$ cat config.mk
export PLATFORM = sky130hd
export DESIGN_NAME = sl_rx_fifo_receiver
export DESIGN_NICKNAME = d
export VERILOG_FILES = /design/src/rtl/sl_pkg.sv /design/src/rtl/sl_sync_fifo.sv /design/src/rtl/sl_rx_fifo_receiver.sv
export SDC_FILE = /design/constraint.sdc
export NUM_CORES = 1
export LEC_CHECK = 0
export BUFFER_PORTS_ARGS = -buffer_cell sky130_fd_sc_hd__buf_2
export CORE_AREA = 2 2 246 187
export DETAILED_ROUTE_END_ITERATION = 16
export DIE_AREA = 0 0 248 189
export HOLD_SLACK_MARGIN = 0.02
export PLACE_DENSITY = 0.39
export SLEW_MARGIN = 30
export SYNTH_ARGS = -nofsm -noshare
export SYNTH_HDL_FRONTEND = slang
export SYNTH_SLANG_ARGS = --single-unit
$ cat constraint.sdc
create_clock -name clk -period 4.25 [get_ports clk]
set_input_delay 0 -clock clk [delete_from_list [all_inputs] [get_ports clk]]
set_output_delay 0 -clock clk [all_outputs]
set_load 0.005 [all_outputs]
$ cat src/rtl/sl_pkg.sv
// Shared types and constants for the two-wire SL receiver.
package sl_pkg;

    localparam int   SL_DW       = 32;
    localparam logic SL_IDLE_LVL = 1'b1;

    localparam int WLC = 0;
    localparam int PEF = 1;
    localparam int LEF = 2;

    typedef enum logic [2:0] {
        ST_IDLE      = 3'd0,
        ST_SAMPLE    = 3'd1,
        ST_WAIT_END  = 3'd2,
        ST_GAP       = 3'd3,
        ST_LEVEL_ERR = 3'd4
    } sl_state_e;

    typedef struct packed {
        logic [2:0]       status;
        logic [SL_DW-1:0] data;
    } sl_entry_t;

    // 0 means one bit; anything past the data width saturates to it
    function automatic logic [5:0] sl_clamp_len(input logic [5:0] len, input logic [5:0] max_len);
        if (len == 6'd0)   return 6'd1;
        if (len > max_len) return max_len;
        return len;
    endfunction

endpackage

$ cat src/rtl/sl_sync_fifo.sv
// Synchronous FIFO with valid/ready read port; head is read combinationally.
module sl_sync_fifo #(
    parameter int W     = 8,
    parameter int DEPTH = 4
) (
    input  logic                     clk,
    input  logic                     rst,
    input  logic                     push,
    input  logic [W-1:0]             push_data,
    output logic                     full,
    output logic                     rd_valid,
    input  logic                     rd_ready,
    output logic [W-1:0]             rd_data,
    output logic [$clog2(DEPTH):0]   level
);
    localparam int AW = $clog2(DEPTH);

    logic [W-1:0] mem [DEPTH];
    logic [AW:0]  wr_ptr, rd_ptr;
    logic         pop, wr_en;

    assign level    = wr_ptr - rd_ptr;
    assign full     = (level == (AW+1)'(DEPTH));
    assign rd_valid = (level != '0);
    assign rd_data  = mem[rd_ptr[AW-1:0]];
    assign pop      = rd_valid & rd_ready;
    // a pop frees the slot the write lands in, so a full FIFO still accepts
    assign wr_en    = push & (~full | pop);

    always_ff @(posedge clk) begin
        if (rst) begin
            wr_ptr <= '0;
            rd_ptr <= '0;
            for (int i = 0; i < DEPTH; i++) mem[i] <= '0;
        end else begin
            if (wr_en) begin
                mem[wr_ptr[AW-1:0]] <= push_data;
                wr_ptr              <= wr_ptr + (AW+1)'(1);
            end
            if (pop) rd_ptr <= rd_ptr + (AW+1)'(1);
        end
    end

endmodule

$ cat src/rtl/sl_rx_fifo_receiver.sv
// Two-wire SL receiver: decodes frames into a status-tagged word FIFO.
// Define SL_RX_GLITCH_FILTER_EN to add a 3-sample majority filter per line.
module sl_rx_fifo_receiver
    import sl_pkg::*;
#(
    parameter int MAX_BITS    = 32,
    parameter int STROB_POS   = 8,
    parameter int END_SAMPLES = 4,
    parameter int BIT_TIMEOUT = 64,
    parameter int FIFO_DEPTH  = 4
) (
    input  logic                          clk,
    input  logic                          rst,
    input  logic                          serial_line_zeroes_a,
    input  logic                          serial_line_ones_a,
    input  logic [5:0]                    cfg_len,
    input  logic                          cfg_pce,
    output logic                          rd_valid,
    input  logic                          rd_ready,
    output logic [MAX_BITS-1:0]           rd_data,
    output logic [2:0]                    rd_status,
    output logic                          busy,
    output logic                          ovf,
    input  logic                          ovf_clr,
    output logic [$clog2(FIFO_DEPTH):0]   fifo_level
);
    localparam int CMAX = (BIT_TIMEOUT > STROB_POS) ? BIT_TIMEOUT : STROB_POS;
    localparam int CW   = $clog2(CMAX + 1) + 1;
    localparam int EW   = $clog2(END_SAMPLES + 1);

    logic [1:0] z_sync, o_sync;
    logic       z, o, z_d, o_d, start;

    always_ff @(posedge clk) begin
        if (rst) begin
            z_sync <= {2{SL_IDLE_LVL}};
            o_sync <= {2{SL_IDLE_LVL}};
        end else begin
            z_sync <= {z_sync[0], serial_line_zeroes_a};
            o_sync <= {o_sync[0], serial_line_ones_a};
        end
    end

`ifdef SL_RX_GLITCH_FILTER_EN
    logic [1:0] z_h, o_h;
    always_ff @(posedge clk) begin
        if (rst) begin
            z_h <= {2{SL_IDLE_LVL}};
            o_h <= {2{SL_IDLE_LVL}};
            z   <= SL_IDLE_LVL;
            o   <= SL_IDLE_LVL;
        end else begin
            z_h <= {z_h[0], z_sync[1]};
            o_h <= {o_h[0], o_sync[1]};
            z   <= (z_sync[1] & z_h[0]) | (z_sync[1] & z_h[1]) | (z_h[0] & z_h[1]);
            o   <= (o_sync[1] & o_h[0]) | (o_sync[1] & o_h[1]) | (o_h[0] & o_h[1]);
        end
    end
`else
    assign z = z_sync[1];
    assign o = o_sync[1];
`endif

    assign start = (z_d & ~z) | (o_d & ~o);

    sl_state_e          state;
    logic [CW-1:0]      cyc;
    logic [EW-1:0]      end_cnt;
    logic [5:0]         bit_cnt, len_r;
    logic               pce_r, par_acc, busy_r, to_en;
    logic [MAX_BITS-1:0] data_r, mask;
    logic               push_vld;
    sl_entry_t          push_ent, stop_ent, rd_ent;
    logic [6:0]         exp_cnt;

    always_comb begin
        mask = '0;
        for (int i = 0; i < MAX_BITS; i++) mask[i] = (6'(i) < len_r);
    end

    // parity bit sits at position len and is dropped by the mask
    assign exp_cnt = {1'b0, len_r} + {6'd0, pce_r};
    always_comb begin
        stop_ent = '0;
        if ({1'b0, bit_cnt} != exp_cnt)   stop_ent.status[WLC] = 1'b1;
        else if (pce_r && !par_acc)       stop_ent.status[PEF] = 1'b1;
        else                              stop_ent.data[MAX_BITS-1:0] = data_r & mask;
    end

    always_ff @(posedge clk) begin
        if (rst) begin
            state    <= ST_IDLE;
            z_d      <= SL_IDLE_LVL;
            o_d      <= SL_IDLE_LVL;
            cyc      <= '0;
            end_cnt  <= '0;
            bit_cnt  <= '0;
            len_r    <= 6'd1;
            pce_r    <= 1'b0;
            par_acc  <= 1'b0;
            data_r   <= '0;
            busy_r   <= 1'b0;
            to_en    <= 1'b0;
            push_vld <= 1'b0;
            push_ent <= '0;
        end else begin
            push_vld <= 1'b0;
            z_d      <= z;
            o_d      <= o;
            case (state)
                ST_IDLE, ST_GAP: if (start) begin
                    state <= ST_SAMPLE;
                    cyc   <= CW'(1);
                    if (state == ST_IDLE) begin
                        len_r   <= sl_clamp_len(cfg_len, 6'(MAX_BITS));
                        pce_r   <= cfg_pce;
                        bit_cnt <= '0;
                        par_acc <= 1'b0;
                        data_r  <= '0;
                        busy_r  <= 1'b1;
                        to_en   <= 1'b1;
                    end
                end
                ST_SAMPLE: begin
                    cyc <= cyc + CW'(1);
                    if (cyc == CW'(STROB_POS)) begin
                        end_cnt <= '0;
                        state   <= ST_WAIT_END;
                        case ({z, o})
                            2'b10: begin
                                for (int i = 0; i < MAX_BITS; i++)
                                    if (bit_cnt == 6'(i)) data_r[i] <= 1'b1;
                                bit_cnt <= (bit_cnt == 6'd63) ? bit_cnt : bit_cnt + 6'd1;
                                par_acc <= ~par_acc;
                            end
                            2'b01: bit_cnt <= (bit_cnt == 6'd63) ? bit_cnt : bit_cnt + 6'd1;
                            2'b00: begin
                                push_vld <= 1'b1;
                                push_ent <= stop_ent;
                                busy_r   <= 1'b0;
                                to_en    <= 1'b0;
                            end
                            default: state <= ST_LEVEL_ERR;
                        endcase
                    end
                end
                ST_WAIT_END: begin
                    cyc <= cyc + CW'(1);
                    if (to_en && cyc >= CW'(BIT_TIMEOUT)) begin
                        state <= ST_LEVEL_ERR;
                    end else if (z & o) begin
                        end_cnt <= end_cnt + EW'(1);
                        // a finished or aborted frame re-arms config latching
                        if (end_cnt == EW'(END_SAMPLES - 1)) state <= busy_r ? ST_GAP : ST_IDLE;
                    end else begin
                        end_cnt <= '0;
                    end
                end
                ST_LEVEL_ERR: begin
                    push_vld        <= 1'b1;
                    push_ent        <= '0;
                    push_ent.status <= 3'b100;
                    busy_r          <= 1'b0;
                    to_en           <= 1'b0;
                    bit_cnt         <= '0;
                    par_acc         <= 1'b0;
                    data_r          <= '0;
                    end_cnt         <= '0;
                    state           <= ST_WAIT_END;
                end
                default: state <= ST_IDLE;
            endcase
        end
    end

    logic fifo_full;

    sl_sync_fifo #(.W($bits(sl_entry_t)), .DEPTH(FIFO_DEPTH)) u_fifo (
        .clk       (clk),
        .rst       (rst),
        .push      (push_vld),
        .push_data (push_ent),
        .full      (fifo_full),
        .rd_valid  (rd_valid),
        .rd_ready  (rd_ready),
        .rd_data   (rd_ent),
        .level     (fifo_level)
    );

    assign rd_data   = rd_ent.data[MAX_BITS-1:0];
    assign rd_status = rd_ent.status;
    assign busy      = busy_r;

    always_ff @(posedge clk) begin
        if (rst)                                        ovf <= 1'b0;
        else if (push_vld && fifo_full && !(rd_valid && rd_ready)) ovf <= 1'b1;
        else if (ovf_clr)                               ovf <= 1'b0;
    end

endmodule

==> flow_summary_export.csv <==
group,metric,value,unit
run_status,status,"finished clean",
floorplanning,die_w,248,um
timing,finalHoldViolations,0,
clocking,cts_tree,"yes",
clocking,cts_buffer_depth,3,
critical_path,end_kind,"flop",
critical_path,r2r-start,"u_fifo.wr_ptr[0]$_SDFFE_PP0P_",
critical_path,worstSetupPathType,"flop to flop",
critical_path,cp.required,4.45,ns
clocking,clock-sinks,252,
critical_path,cp.arrival,3.67,ns
timing,final-setup-viol-count,0,
global_route,antenna_found_initial,1,
critical_path,worst-path-max-fanout,36,
route,ant_nets,0,
critical_path,reg2regPathDepth,9,
timing,min_period_over_period,81.46,%
pwr,power_density,442.4,nW/um2
timing,fin_crit,3.462,ns
timing,whs,0.1654,ns
cells_and_area,drive_gt1_share,15.41,%
yosys,synth_area_leaders,"edfxtp_1 38%, dfxtp_1 20%, and2_1 8.2%",
global_route,grt_overflow,0,
yosys,synthDistinctLibCells,56,
yosys,ys.flop_type,"edfxtp_1",
cells_and_area,area_growth,16.82,%
min_path,hold_start,"serial_line_zeroes_a",
yosys,synth_enable_flop_cells,140,
timing,rsz0062_at_grt,"false",
yosys,synth_fp_nets,985,
global_route,grt_pass1_vias,7175,
yosys,synth_area_leader_cell,"edfxtp_1",
critical_path,crit_path_start_kind,"flop",
critical_path,startpoint,"u_fifo.wr_ptr[0]$_SDFFE_PP0P_",
placement,dp_hpwl,18.91,mm
yosys,synth-seq-cells,252,
global_route,grt_max_degree,47,
yosys,seq_area_frac_synth,58.45,%
clocking,post_cts_resized,0,
clocking,htree_levels,1,
yosys,synth_common_cells,"145 x and2_1, 140 x edfxtp_1, 112 x dfxtp_1",
timing,setup_ws,0.7881,ns
yosys,yosysTopAreaCellShare,38.12,%
min_path,hp-class,"input pin to flop",
yosys,synth.avg_cell_area,11.56,um2
min_path,hold_depth,3,
floorplanning,initial_core_util,24.87,%
timing,setup-tns-final,0,ns
floorplanning,dieArea,46870,um2
pwr,p_leak,4.580,nW
route,drcViolationCount,0,
route,firstDrtPassIters,4,
route,drt_iter0_drc,418,
timing,max_freq,288.9,MHz
route,wirelength,28.82,mm
placement,post-place-ws,0.6121,ns
clocking,clk_latency,0.56,ns
pwr,total_power,5.700,mW
placement,port_buffers,53,
yosys,synthMostInstantiatedCell,"and2_1",
yosys,yosys_warnings,0,
global_route,grt_pass1_wl,44.91,mm
timing,drv_slew,0,
yosys,syn-cell-area,11030,um2
route,via_per_inst,4.430,
run,drv_cap,0,
timing,relSlewSlack,35.09,%
placement,gp_congestion,0.7472,
clocking,cts_root_buf,"clkbuf_16",
clocking,cts_made_buffers,28,
floorplanning,die_h,189,um
route,avgRoutedWirePerCell,17.95,um
global_route,grt_use_total,12.52,%
floorplanning,num_io_pins,54,
floorplanning,rows,67,
yosys,postSynthCellCount,954,
timing,finalClockSkew,0.01157,ns
cells_and_area,fin_nets,1028,
yosys,async_flop_share,0,%
pwr,vdd_drop_max,0.2737,mV
route,num_vias,7115,
cells_and_area,fillers,4586,
clocking,cts.clk_slew.worst_paths,0.06,ns
floorplanning,fp.coreArea,44350,um2
timing,worst_pin_slew,0.9662,ns
[per-layer routing]
layer | routed length [um] | vias up | global-route usage [%]
li1 | - | 3488 | -
met1 | 15580 | 3494 | 19.74
met2 | 11760 | 98 | 17.72
met3 | 1001 | 35 | 2.112
met4 | 481 | 0 | 2.395
met5 | 0 | - | 0
[stage by stage]
stage	instance area [um2]	std cells	utilization (%)
after floorplan	11030	954	-
after global placement	11820	1538	26.65
after detailed placement	11830	1538	26.67
after CTS	12870	1605	29.02
after global routing	12880	1605	29.05
final	12880	1606	29.06
[placed cells by master (no fill, tap or decap), drive strengths merged, types with 18 or more instances in the layout]
cell type	count
dfxtp	112
and2	145
edfxtp	140
buf	63
mux4	35
o21ai	58
nand2	78
inv	20
a21oi	22
nor2	81
clkbuf	47
a31oi	32
nand3	18
[flip-flops by register name, indices dropped and copies added (netlist names), named ones only]
register and cells:
u_fifo.rd_ptr 3, pce_r 1, end_cnt 3, state 3
u_fifo.wr_ptr 3, cyc 8, len_r 6, u_fifo.mem 140
data_r 32, z_sync 2, par_acc 1, o_sync 2
o_d 1, ovf 1, z_d 1, push_vld 1
bit_cnt 6, to_en 1, push_ent 35
[cells by family (layout without fill, tap and decap cells)]
kind of cell / Yosys count / in the layout / synth area share, %
AO/OA/AOI/OAI: 142 / 142 / 7.612
AND/OR/NAND/NOR: 397 / 397 / 18.98
buffers and inverters: 85 / 150 / 3.539
flip-flops: 252 / 252 / 58.45
other: 0 / 1 / 0
XOR/XNOR: 22 / 22 / 1.872
adder cells (fa/ha/maj): 18 / 18 / 2.110
multiplexers: 38 / 38 / 7.442
[path summary, 6_finish.rpt]
kind	endpoint	slack (ns)
max	u_fifo.mem[0][4]$_SDFFCE_PN0P_	0.79
min	z_sync[0]$_SDFF_PP1_	0.17
max reg2reg	u_fifo.mem[0][4]$_SDFFCE_PN0P_	0.79
min reg2reg	o_sync[1]$_SDFF_PP1_	0.41
[cell type report]
class,instances,area (um2),area share (%)
antenna,1,2.502,0.01942
clock buffer,47,832.0,6.458
clock inverter,5,61.31,0.4758
inverter,20,75.07,0.5826
multi-input combinational,617,4240,32.91
sequential,252,6450,50.06
tap,586,733.2,5.690
timing repair buffer,78,490.5,3.807
[power breakdown]
group          leakage [nW]  switching (mW)  internal (mW)
sequential             2.35          0.0918           2.64
clock                 0.436            1.00           1.39
combinational          1.79           0.307          0.278
total                  4.58            1.40           4.30
[what timing repair did]
item                       in CTS  in global routing
hold buffers                   15                  0
setup buffers                   0                  0
hold endpoints to repair       16                  0
setup endpoints to repair       0                  0
[worst max-delay path, cell delays in order, from the launching register on]
cell and delay (ns):
dfxtp_1 0.38, inv_1 0.11, ha_1 0.20, fa_1 0.37, xnor3_1 0.26, or4_1 0.22
and3b_1 0.23, and3_4 0.47, or2_1 0.39, buf_4 0.46
Power figures use the tool's default switching activity.
